$ cat src/rtl/mem_arb_pkg.sv
// Shared types and sizes for the unified-memory port arbiter.
package mem_arb_pkg;
    localparam int ADDR_W  = 13;
    localparam int DATA_W  = 8;
    localparam int INSTR_W = 16;

    typedef logic [12:0] mem_addr_t;

    typedef enum logic [2:0] {
        IDLE,
        IF_HI,
        IF_LO,
        D_ACC,
        RESP
    } arb_state_t;
endpackage

$ cat src/rtl/mem_arb_prio.sv
// Fetch/data priority decision with a starvation counter that forces a fetch
// after STARVE_MAX data grants won against a waiting fetch.
module mem_arb_prio
    import mem_arb_pkg::*;
#(
    parameter int STARVE_MAX = 4
) (
    input  logic clk,
    input  logic rst,
    input  logic if_req,
    input  logic d_req,
    input  logic arb_en,
    output logic gnt_if,
    output logic gnt_d
);
    localparam int CNT_W = $clog2(STARVE_MAX + 1);

    logic [CNT_W-1:0] starve_cnt_reg;
    logic             starved;

    assign starved = (starve_cnt_reg == CNT_W'(STARVE_MAX));
    assign gnt_if  = arb_en & if_req & (~d_req | starved);
    assign gnt_d   = arb_en & d_req & ~(if_req & starved);

    // The count only measures data wins while a fetch is actually waiting.
    always_ff @(posedge clk or negedge rst) begin
        if (!rst) begin
            starve_cnt_reg <= '0;
        end else if (!if_req || gnt_if) begin
            starve_cnt_reg <= '0;
        end else if (gnt_d) begin
            starve_cnt_reg <= starve_cnt_reg + CNT_W'(1);
        end
    end
endmodule

$ cat src/rtl/mem_port_arbiter.sv
// Shares the single-port unified memory between 16-bit instruction fetch
// (two byte reads) and single-byte data loads/stores.
module mem_port_arbiter
    import mem_arb_pkg::*;
#(
    parameter int ADDR_W     = mem_arb_pkg::ADDR_W,
    parameter int DATA_W     = mem_arb_pkg::DATA_W,
    parameter int STARVE_MAX = 4
) (
    input  logic                clk,
    input  logic                rst,
    input  logic                if_req,
    input  logic [ADDR_W-1:0]   if_addr,
    output logic                if_gnt,
    output logic [2*DATA_W-1:0] if_instr,
    output logic                if_valid,
    input  logic                d_req,
    input  logic                d_we,
    input  logic [ADDR_W-1:0]   d_addr,
    input  logic [DATA_W-1:0]   d_wdata,
    output logic                d_gnt,
    output logic [DATA_W-1:0]   d_rdata,
    output logic                d_valid,
    output logic [ADDR_W-1:0]   mem_addr,
    output logic [DATA_W-1:0]   mem_wd,
    output logic                mem_write,
    output logic                mem_read,
    input  logic [DATA_W-1:0]   mem_rd,
    output logic                mem_rst,
    output logic                busy
);
    arb_state_t          state_reg, state_next;
    logic                last_if_reg;
    logic [ADDR_W-1:0]   if_addr_reg;
    logic [ADDR_W-1:0]   d_addr_reg;
    logic                d_we_reg;
    logic [DATA_W-1:0]   d_wdata_reg;
    logic [DATA_W-1:0]   d_rdata_reg;
    logic [2*DATA_W-1:0] if_instr_reg;
    logic                arb_en;
    logic                gnt_if, gnt_d;

    // Gating with rst keeps grants low while reset is asserted.
    assign arb_en = rst & ((state_reg == IDLE) || (state_reg == RESP));

    mem_arb_prio #(
        .STARVE_MAX(STARVE_MAX)
    ) u_prio (
        .clk    (clk),
        .rst    (rst),
        .if_req (if_req),
        .d_req  (d_req),
        .arb_en (arb_en),
        .gnt_if (gnt_if),
        .gnt_d  (gnt_d)
    );

    always_comb begin
        state_next = state_reg;
        mem_addr   = '0;
        mem_wd     = '0;
        mem_read   = 1'b0;
        mem_write  = 1'b0;
        case (state_reg)
            IDLE, RESP: begin
                if (gnt_if)     state_next = IF_HI;
                else if (gnt_d) state_next = D_ACC;
                else            state_next = IDLE;
            end
            IF_HI: begin
                mem_addr   = if_addr_reg;
                mem_read   = 1'b1;
                state_next = IF_LO;
            end
            IF_LO: begin
                mem_addr   = if_addr_reg + ADDR_W'(1);
                mem_read   = 1'b1;
                state_next = RESP;
            end
            D_ACC: begin
                mem_addr   = d_addr_reg;
                mem_read   = ~d_we_reg;
                mem_write  = d_we_reg;
                mem_wd     = d_we_reg ? d_wdata_reg : '0;
                state_next = RESP;
            end
            default: state_next = IDLE;
        endcase
    end

    always_ff @(posedge clk or negedge rst) begin
        if (!rst) begin
            state_reg    <= IDLE;
            last_if_reg  <= 1'b0;
            if_addr_reg  <= '0;
            d_addr_reg   <= '0;
            d_we_reg     <= 1'b0;
            d_wdata_reg  <= '0;
            d_rdata_reg  <= '0;
            if_instr_reg <= '0;
        end else begin
            state_reg <= state_next;
            if (gnt_if) begin
                last_if_reg <= 1'b1;
                if_addr_reg <= if_addr;
            end else if (gnt_d) begin
                last_if_reg <= 1'b0;
                d_addr_reg  <= d_addr;
                d_we_reg    <= d_we;
                d_wdata_reg <= d_wdata;
            end
            if (state_reg == IF_HI) if_instr_reg[2*DATA_W-1:DATA_W] <= mem_rd;
            if (state_reg == IF_LO) if_instr_reg[DATA_W-1:0]        <= mem_rd;
            if (state_reg == D_ACC && !d_we_reg) d_rdata_reg <= mem_rd;
        end
    end

    // RESP serves whichever access just finished, remembered in last_if_reg.
    assign if_gnt   = gnt_if;
    assign d_gnt    = gnt_d;
    assign if_valid = (state_reg == RESP) & last_if_reg;
    assign d_valid  = (state_reg == RESP) & ~last_if_reg;
    assign if_instr = if_instr_reg;
    assign d_rdata  = d_rdata_reg;
    assign busy     = (state_reg != IDLE);
    assign mem_rst  = ~rst;
endmodule

$ cat config.mk
export PLATFORM = sky130hd
export DESIGN_NAME = mem_port_arbiter
export DESIGN_NICKNAME = d
export VERILOG_FILES = /design/src/rtl/mem_arb_pkg.sv /design/src/rtl/mem_arb_prio.sv /design/src/rtl/mem_port_arbiter.sv
export SDC_FILE = /design/constraint.sdc
export NUM_CORES = 1
export LEC_CHECK = 0
export BUFFER_PORTS_ARGS = -buffer_cell sky130_fd_sc_hd__buf_4
export CAP_MARGIN = 20
export CORE_ASPECT_RATIO = 1.5
export CORE_MARGIN = 4
export CORE_UTILIZATION = 35
export DETAILED_ROUTE_END_ITERATION = 8
export PLACE_DENSITY_LB_ADDON = 0.08
export SLEW_MARGIN = 20
export SYNTH_ARGS = -nofsm -noshare
export SYNTH_HDL_FRONTEND = slang
export SYNTH_HIERARCHICAL = 1
export SYNTH_SLANG_ARGS = --single-unit
$ cat constraint.sdc
create_clock -name clk -period 3.5 [get_ports clk]
set_input_delay 1.05 -clock clk [delete_from_list [all_inputs] [get_ports clk]]
set_output_delay 1.05 -clock clk [all_outputs]
set_load 0.01 [all_outputs]
Word-level counts from Yosys, hierarchy flattened
Index checks and enable logic that the tools add are counted.
Word-level totals
  flip-flop bits (word level): 66
  bits of input ports: 47
  output and inout bits: 53
  word-level logic and storage cells: 57
Cells by class
  add/subtract/negate cells: 2
  eq/ne operators: 5
  mux-type cells: 12
  bitwise logic cells: 15
  reductions and logical operators: 13
Operator list (count)
  13-bit case mux with 3 select lines: 1
  8-bit two-way mux: 2
  13-bit by 1-bit adder with 13-bit output, second input constant: 1
  3-bit case mux with 3 select lines: 1
  1-bit bitwise AND: 8
  3-bit by 2-bit equality test with 1-bit output, second input constant: 2
  3-bit equality test, second input constant: 2
  3-bit two-way mux: 2
  1-bit inverter: 6
  2-bit OR reduction: 3
  2-bit two-way mux: 2
  2-bit nonzero test: 2
  3-bit by 1-bit adder with 3-bit output, second input constant: 1
  3-bit by 1-bit equality test with 1-bit output, second input constant: 1
  3-bit zero test: 1
  1-bit two-way mux: 3
  3-bit nonzero test: 1
  1-bit zero test: 2
  1-bit logical OR: 2
  1-bit case mux with 2 select lines: 1
  2-bit AND reduction: 1
  1-bit logical AND: 1
  1-bit OR: 1

Longest topological paths before layout
Gate-level depths: netlist of the first run.
  word-level depth: 8
  depth in mapped cells: 9
  depth with buffers taken out: 7

Modules after synthesis
Netlist of the first run, hierarchy kept.
Modules (own cells, without submodules)
  mem_port_arbiter: instances 1, cells an instance 239, area each 2994.1 um^2
  mem_arb_prio: instances 1, cells an instance 23, area each 201.4 um^2

Worst setup path before layout of the first run
Ideal clock, no wire load.
  kind: input -> output
  start point: input rst
  end point: output d_gnt
  arrival time: 1875 ps
  required time: 2450 ps
  slack: 575 ps
  stages: 4
  cell sequence: inv_1 -> nor3_1 -> nand2_1 -> a31oi_1
On the way
  word-level cells in the longest chain between the ends: 3
RTL lines
  start, declared: line mem_port_arbiter.sv:11  | input logic rst,
  1-bit bitwise AND: line mem_port_arbiter.sv:44  | assign arb_en = rst & ((state_reg == IDLE) || (state_reg == RESP));
  via arb_en: line mem_port_arbiter.sv:40  | logic arb_en;
  1-bit bitwise AND (2 in series): line mem_arb_prio.sv:23  | assign gnt_d = arb_en & d_req & ~(if_req & starved);
  end, declared: line mem_port_arbiter.sv:21  | output logic d_gnt,
The timed path passes the listed nets, and every way through them passes these cells.

Worst setup path in the final report of the first run
  start point: register if_addr_reg[0]
  end point: output mem_addr[10]
On the way
  word-level cells in the longest chain between the ends: 2
RTL lines
  start, declared: line mem_port_arbiter.sv:34  | logic [ADDR_W-1:0] if_addr_reg;
  start signal, assigned: line mem_port_arbiter.sv:105  | if_addr_reg <= if_addr;
  13-bit by 1-bit adder with 13-bit output: line mem_port_arbiter.sv:76  | mem_addr = if_addr_reg + ADDR_W'(1);
  13-bit case mux with 3 select lines: line mem_port_arbiter.sv:64  | case (state_reg)
  end, declared: line mem_port_arbiter.sv:24  | output logic [ADDR_W-1:0] mem_addr,
No other way between the ends.

==> qor.csv, run 1 <==
metric,value,unit
synth-compound-area-share,6.73,%
overflow,0,
coreArea,8880,sq um
cts.path.max_buffers,2,
dieArea,10800,sq um
grtUsageTotal,15.2,%
synth_xor_area_share,2.19,%
largest_register_ff_count,16,
p_comb_share,37.8,%
timing.final.max_slew_violations,0,
outcome,finished clean,
dieHeight,125,microns
antenna_found_initial,0,
worst-path-max-fanout,7,
synth.distinct_cells,45,
cts_tree,yes,
start_util,36.0,%
cts_buffers,9,
dr_total_vias,2400,
synthAdderAreaFrac,1.17,%
rr_worst_depth,7,
hold_violations,0,
slew_headroom,44.2,%
worstReg2RegStart,state_reg[1],
netlist_instances,262,
synth_edf_count,0,
p_sw,1.26,mW
hp-start,d_wdata_reg[4],
clkSinkCount,66,
power_density,862,nW/um^2
final_net_count,416,
setup.worst_path.class,reg -> out,
fillers,836,
yosysWarnings,6,
worst_pin_slew,0.837,ns
grt_pass1_vias,2519,
die_x,86.0,microns
cts_setup_buffers,0,
end_kind,output pin,
syn_area_per_cell,12.2,sq um
ys_async_sr_fraction,100,%
routed_wl,7.67,mm
muxShareOfSynthArea,22.3,%
ctsResizeCount,0,
area_delta_synth_final,36.2,%
cp-startpoint,if_addr_reg[0],
ys_seq_area_share,51.7,%
whs_path_depth,1,
r2r_end,d_wdata_reg[5],
start_kind,register,
synth_top_family_by_area,multiplexers,
port_buffers,99,
internal_power,2.49,mW
clock_skew,0.00732,ns
ir_worst_vdd,395,uV
hp-class,reg -> reg,
min_period_over_period,86.6,%
final_cell_mix,"106 x buf_4, 66 x dfrtp_1, 57 x mux2_2, 14 x nand2_1, 10 x nor2_1",
root_buffer,clkbuf_16,
setup_viol,0,
clk_pin_slew,0.05,ns
syn_nets,312,
pwr-share-clk,24.0,%
synth-simple-area-share,12.3,%
r2r_slack,1.26,ns
detail-route-antenna-nets,0,
grt_max_degree,67,
insertion_delay,0.33,ns
layout_commonest_cell,buf_4,
cts.htree.levels,3,
netlist_area,3200,sq um
critical_path_required,2.45,ns
viasPerCell,4.99,
crit_arrival,1.98,ns
io_pins,100,
diodes,0,
rsz0062_at_grt,no,
grt_pass1_wl,12.6,mm
hold_end,d_wdata_reg[4],
leakage,1.99,nW
dr.pass1.iters,4,
synthFlopType,dfrtp_1,
drive_gt1_share,50.7,%
drv_cap,0,
drtIter0Drc,52,
yosys_register_bits,66,
wl_per_cell,15.9,microns
dp_hpwl,5.62,mm
max_freq,330,MHz
pwr-share-seq,38.2,%
fin_setup_tns,0,ns
routabilityCongestion,0.767,
p_sw_share,33.5,%
drc,0,
ctsHoldBuffers,0,
whs,0.495,ns
post-route-min-period,3.03,ns
fp-row-count,42,
[how the worst max path moves through the flow]
stage / to / slack, ns / depth (start not counted)
6_report: mem_addr[10] / 0.47 / 6
4_1_cts: mem_addr[10] / 0.45 / 6
5_1_grt: mem_addr[10] / 0.28 / 6
2_1_floorplan: d_gnt / 0.58 / 4
3_3_place_gp: if_gnt / 0.61 / 7
3_5_place_dp: d_gnt / 0.54 / 6
[power groups by stage]
stage          logic, mW  registers, mW  clock network [mW]
2_1_floorplan      0.854           1.41                   0
3_3_place_gp        1.44           1.44                   0
3_5_place_dp        1.45           1.45                   0
4_1_cts             1.45           1.44               0.931
5_1_grt             1.57           1.50               0.965
6_report            1.42           1.43               0.900
[cell type report]
type	count	area (sq um)	area share (%)
Clock buffer	9	225	5.17
Clock inverter	7	76.3	1.75
Inverter	9	33.8	0.776
Multi-Input combinational cell	174	1430	32.9
Sequential cell	66	1650	37.9
Tap cell	110	138	3.16
Timing Repair Buffer	106	796	18.3
[critical path: stages (launching register included)]
cell	delay, ns
dfrtp_1	0.44
ha_1	0.28
nand3_1	0.24
nor3_1	0.28
xnor2_1	0.15
o22ai_1	0.10
buf_4	0.17
[logic make-up after synthesis]
| kind of cell | count (synthesis) |
|---|---|
| simple gates | 67 |
| flops | 66 |
| compound gates | 32 |
| mux | 64 |
| fa+ha+maj | 3 |
| xor+xnor | 8 |
| buf+inv | 22 |
[routing by layer]
metal  wire length, microns  track usage [%]  vias to the layer above
met3                    531             5.20                        7
met4                    108             6.71                        0
met1                   3070             17.3                     1190
met5                      0                0                        -
li1                       -                -                     1142
met2                   3960             25.5                       61
[stage by stage]
stage	setup slack [ns]	cells	area, sq um	utilization, %	total power, mW
3_3_place_gp	0.611	465	4050	45.6	2.88
3_5_place_dp	0.540	465	4050	45.6	2.90
6_report	0.470	481	4350	49.0	3.75
5_1_grt	0.277	481	4350	49.0	4.03
2_1_floorplan	0.575	262	3200	-	2.26
4_1_cts	0.447	481	4350	49.0	3.83
[cells in the mapped netlist (all sizes together), types with 2 or more instances]
| cell | instances | area share [%] |
|---|---|---|
| mux2 | 58 | 20 |
| a21o | 2 | 0.47 |
| nand2b | 3 | 0.59 |
| ha | 3 | 1.2 |
| o21ai | 9 | 1.4 |
| nor3 | 5 | 0.78 |
| nand3 | 9 | 1.4 |
| clkbuf | 2 | 0.24 |
| and3 | 4 | 0.78 |
| nand4 | 2 | 0.86 |
| inv | 9 | 1.1 |
| xnor2 | 6 | 1.6 |
| and2 | 9 | 1.8 |
| nor2 | 12 | 1.6 |
| a22oi | 4 | 0.94 |
| mux2i | 6 | 1.9 |
| dfrtp | 66 | 52 |
| xor2 | 2 | 0.55 |
| buf | 11 | 2.3 |
| nor2b | 2 | 0.63 |
| nand2 | 15 | 1.8 |
| o22ai | 6 | 1.2 |
| a21boi | 4 | 1.1 |
(Power assumes the default switching activity.)
==> run 2: changes to the inputs <==
--- a/config.mk
+++ b/config.mk
@@ -12,4 +12,5 @@
 export CORE_UTILIZATION = 35
 export DETAILED_ROUTE_END_ITERATION = 8
+export MAX_ROUTING_LAYER = met4
 export PLACE_DENSITY_LB_ADDON = 0.08
 export SLEW_MARGIN = 20
==> constraint.sdc (replaced) <==
create_clock -name clk -period 3.5 [get_ports clk]
set_input_delay 0.525 -clock clk [delete_from_list [all_inputs] [get_ports clk]]
set_output_delay 0.525 -clock clk [all_outputs]
set_load 0.01 [all_outputs]
==> qor.csv, run 2 (same netlist as run 1, synthesis figures left out) <==
metric,value,unit
outcome,finished clean,
cp-startpoint,state_reg[0],
io_pins,100,
insertion_delay,0.32,ns
multi_input_area,1430,sq um
fp-row-count,42,
drtIter0Drc,62,
ctsResizeCount,0,
crit_arrival,2.05,ns
start_util,36.0,%
final_util,49.0,%
dr.max_layer_used,met4,
layout_commonest_cell,buf_4,
placed_cell_area,4040,sq um
clock_skew,0.00635,ns
setup_viol,0,
dr.pass1.iters,4,
clkSinkCount,66,
wl_met3,420,microns
worst-path-max-fanout,19,
routabilityCongestion,0.746,
grt_max_degree,67,
worst_pin_slew,0.844,ns
hp-start,if_addr[8],
fillers,844,
dp_hpwl,5.56,mm
leakage,1.99,nW
antenna_found_initial,0,
slew_headroom,43.7,%
final_cell_mix,"104 x buf_4, 66 x dfrtp_1, 57 x mux2_2, 14 x nand2_1, 10 x nor2_1",
fin_area,4360,sq um
cts_buffers,9,
cts_tree,yes,
hold_violations,0,
grt_pass1_wl,13.0,mm
worstReg2RegStart,state_reg[0],
drv_cap,0,
post-route-min-period,2.57,ns
critical_path_required,2.97,ns
ctsHoldBuffers,0,
worstSetupEndpoint,if_gnt,
dr_total_vias,2366,
rr_worst_depth,7,
drc,0,
port_buffers,99,
final_net_count,414,
drive_gt1_share,50.4,%
r2r_slack,1.06,ns
grt_pass1_vias,2606,
viasPerCell,4.94,
timing.final.max_slew_violations,0,
seq_area,1650,sq um
wl_met1,3.09,mm
max_freq,389,MHz
detail-route-antenna-nets,0,
cts.path.max_buffers,2,
die_x,86.0,microns
rsz0062_at_grt,no,
dieArea,10800,sq um
r2r_end,d_addr_reg[3],
fin_setup_tns,0,ns
setup.worst_path.class,reg -> out,
area_delta_synth_final,36.3,%
grtUsageTotal,16.0,%
root_buffer,clkbuf_16,
cts.htree.levels,3,
start_kind,register,
largest_register_ff_count,16,
coreArea,8880,sq um
clk_pin_slew,0.06,ns
dieHeight,125,microns
diodes,0,
min_period_over_period,73.5,%
cts_setup_buffers,0,
routed_wl,7.66,mm
power_density,870,nW/um^2
wl_per_cell,16.0,microns
overflow,0,
hp-class,in -> reg,
ir_worst_vdd,459,uV
end_kind,output pin,
route.met2.wl,4.05,mm
run 2: routing by layer:
metal  vias up  track usage, %
met1      1165            18.1
li1       1131               -
met4         0            6.34
met2        62            26.4
met5         -               -
met3         8            4.28
run 2: through the flow:
| stage | std cells | power, mW | hold slack, ns | setup slack, ns |
|---|---|---|---|---|
| CTS | 479 | 3.87 | 0.397 | 0.883 |
| global placement | 463 | 2.86 | 0.475 | 1.15 |
| finish | 479 | 3.79 | 0.408 | 0.929 |
| detailed placement | 463 | 2.89 | 0.487 | 1.02 |
| floorplan | 262 | 2.26 | 0.229 | 0.904 |
| global route | 479 | 4.08 | 0.416 | 0.730 |
run 2: final cells by class:
cell class | count | share of cell area, %
Inverter | 9 | 0.776
Multi-Input combinational cell | 174 | 32.9
Clock buffer | 9 | 5.17
Sequential cell | 66 | 37.9
Clock inverter | 7 | 2.15
Tap cell | 110 | 3.16
Timing Repair Buffer | 104 | 17.9
run 2: worst min path at each step:
stage | depth (start not counted) | endpoint
3_5_place_dp | 1 | d_wdata_reg[0]
4_1_cts | 3 | if_addr_reg[8]
5_1_grt | 2 | if_addr_reg[2]
3_3_place_gp | 1 | d_rdata[4]
2_1_floorplan | 0 | d_addr_reg[0]
6_report | 3 | if_addr_reg[8]
run 2: where the power goes:
| group | leakage [nW] | internal, mW | switching, mW |
|---|---|---|---|
| logic | 1.04 | 0.804 | 0.606 |
| clock network | 0.151 | 0.621 | 0.333 |
| registers | 0.799 | 1.12 | 0.301 |
run 2: critical path, cell delays in order (launching register included):
cell     delay (ns)
dfrtp_1        0.54
nor3_1         0.53
nand2_1        0.10
nor2_1         0.09
buf_4          0.28
buf_4          0.18
==> run 3: changes to the inputs <==
Settings changed: ABC_AREA set to 1.
Clock period 3.5 ns to 2.4 ns, I/O delays scaled along.
==> qor.csv, run 3 <==
metric,value,unit
final_cell_mix,"104 x buf_4, 95 x nand2_1, 66 x dfrtp_1, 31 x inv_1, 23 x nor2_1",
rsz0062_at_grt,no,
cts.htree.levels,3,
hp-class,in -> async,
dp_hpwl,6.20,mm
rr_worst_depth,9,
cp_top_family,simple AND/OR/NAND/NOR gates,
slowest_delay,0.42,ns
insertion_delay,0.32,ns
synthFlopType,dfrtp_1,
synth.distinct_cells,31,
leakage,2.24,nW
yosysWarnings,6,
ys_seq_area_share,51.9,%
crit_path_cell_trace,nor2_1 > inv_1 > nor2_2 > nand2_1 > nor2_2 > buf_6 > buf_4,
outcome,finished clean,
hold_violations,0,
clock_skew,0.00554,ns
largest_register_ff_count,16,
slowest_stage,dfrtp_1,
grt_max_degree,67,
start_util,36.1,%
worstReg2RegStart,state_reg[0],
setup.worst_path.class,reg -> out,
drv_cap,0,
synth_edf_count,0,
ys_top_cells_by_area,"dfrtp_1 52%, nand2_1 11%, mux2_1 6.0%, inv_1 3.7%, o21ai_0 3.5%",
grtUsageTotal,17.3,%
min_period_over_period,91.6,%
viasPerCell,4.71,
diodes,0,
drc,0,
netlist_instances,357,
worst-path-max-fanout,13,
coreArea,8830,sq um
synth_common_cells,"95 x nand2_1, 66 x dfrtp_1, 31 x inv_1, 25 x nor2_1, 22 x o21ai_0",
fp-row-count,42,
cts_tree,yes,
start_kind,register,
drive_gt1_share,33.8,%
crit_cells,7,
post-route-min-period,2.20,ns
clk_pin_slew,0.05,ns
cts.path.max_buffers,2,
synth_area_leader_cell,dfrtp_1,
dr_total_vias,2719,
crit_buf_inv,3,
overflow,0,
syn_area_per_cell,8.92,sq um
syn_nets,407,
end_kind,output pin,
dieHeight,125,microns
r2r_slack,0.36,ns
dieArea,10700,sq um
max_freq,455,MHz
area_delta_synth_final,38.5,%
synth_top_area_share,51.9,%
clkSinkCount,66,
routed_wl,8.39,mm
power_density,1240,nW/um^2
netlist_area,3180,sq um
r2r_end,d_wdata_reg[3],
drtIter0Drc,96,
grt_pass1_wl,14.3,mm
setup_viol,0,
synth_most_common_cell,nand2_1,
grt_pass1_vias,2931,
antenna_found_initial,0,
io_pins,100,
yosys_register_bits,66,
slew_headroom,44.2,%
dr.pass1.iters,4,
critPathMostFrequentCell,nor2_2,
ys_async_sr_fraction,100,%
port_buffers,99,
root_buffer,clkbuf_16,
fillers,859,
cts_buffers,9,
ir_worst_vdd,646,uV
critical_path_required,2.04,ns
crit_arrival,1.84,ns
power,5.48,mW
cts_setup_buffers,0,
timing.final.max_slew_violations,0,
layout_commonest_cell,buf_4,
final_net_count,512,
die_x,85.9,microns
detail-route-antenna-nets,0,
routabilityCongestion,0.823,
whs,0.243,ns
fin_setup_tns,0,ns
worst_pin_slew,0.837,ns
wl_per_cell,14.5,microns
## run 3: changes by cell type after synthesis, moves of 10 or more
cell     delta
nand3_1    +11
mux2_1     +16
nor2_1     +14
o21ai_2    +10
nand2_1    +81
o21ai_0    +13
o21ai_1    +10
mux2_2     -53
inv_1      +22
## run 3: how the worst max path moves through the flow
stage | startpoint | to | slack [ns]
floorplan | state_reg[0] | d_addr_reg[0] | 0.25
global placement | state_reg[0] | if_gnt | 0.45
detailed placement | state_reg[0] | d_wdata_reg[3] | 0.38
CTS | state_reg[0] | if_gnt | 0.03
global route | state_reg[0] | if_gnt | 0.02
finish | state_reg[0] | if_gnt | 0.20
## run 3: cell families after synthesis
logic type / Yosys count / synth area share [%]
AND/OR/NAND/NOR: 160 / 22.0
flip-flops: 66 / 51.9
AO/OA/AOI/OAI: 55 / 10.6
buffers and inverters: 52 / 6.92
multiplexers: 21 / 7.43
adder cells (fa/ha/maj): 3 / 1.18
## run 3: routing by layer
layer  part of all wire [%]  GRT usage [%]  wire [microns]
met2                     52           29.1            4360
met4                    1.1           5.78              94
met5                      0              -               0
met1                     42           20.1            3530
met3                    4.8           3.97             406
## run 3: per-stage QoR
stage | std cells | setup WS, ns | utilization [%] | area (sq um)
after floorplan | 357 | 0.255 | - | 3180
after global placement | 560 | 0.454 | 45.8 | 4040
after detailed placement | 560 | 0.375 | 45.8 | 4040
after CTS | 576 | 0.0297 | 49.8 | 4390
after global routing | 577 | 0.0224 | 49.9 | 4410
final | 577 | 0.201 | 49.9 | 4410
## run 3: worst register-to-register path: stages, from the launching register on
cell and delay, ns:
dfrtp_1 0.42, nor2_1 0.16, inv_1 0.11, nor2_2 0.16, nand2_1 0.11, nor2_2 0.24
inv_2 0.09, nand2_2 0.07, buf_4 0.21, mux2_2 0.36
## run 3: layout make-up
cell class | count | area, sq um | share of cell area, %
flip-flops and latches | 66 | 1650 | 37.5
multi-input cells | 239 | 1320 | 29.9
repair buffers | 106 | 797 | 18.1
clock buffers | 11 | 253 | 5.73
inverters | 40 | 153 | 3.46
well taps | 110 | 138 | 3.12
clock inverters | 5 | 100 | 2.27
## run 3: timing repair
item | 4_1_cts | 5_1_grt
hold buffers | 0 | 0
gates resized for setup | 0 | 3
setup endpoints to repair | 0 | 1
## run 3: power breakdown
part	switching [mW]	internal (mW)
Sequential	0.392	1.64
Clock	0.454	1.07
Combinational	1.02	0.908
Total	1.86	3.61
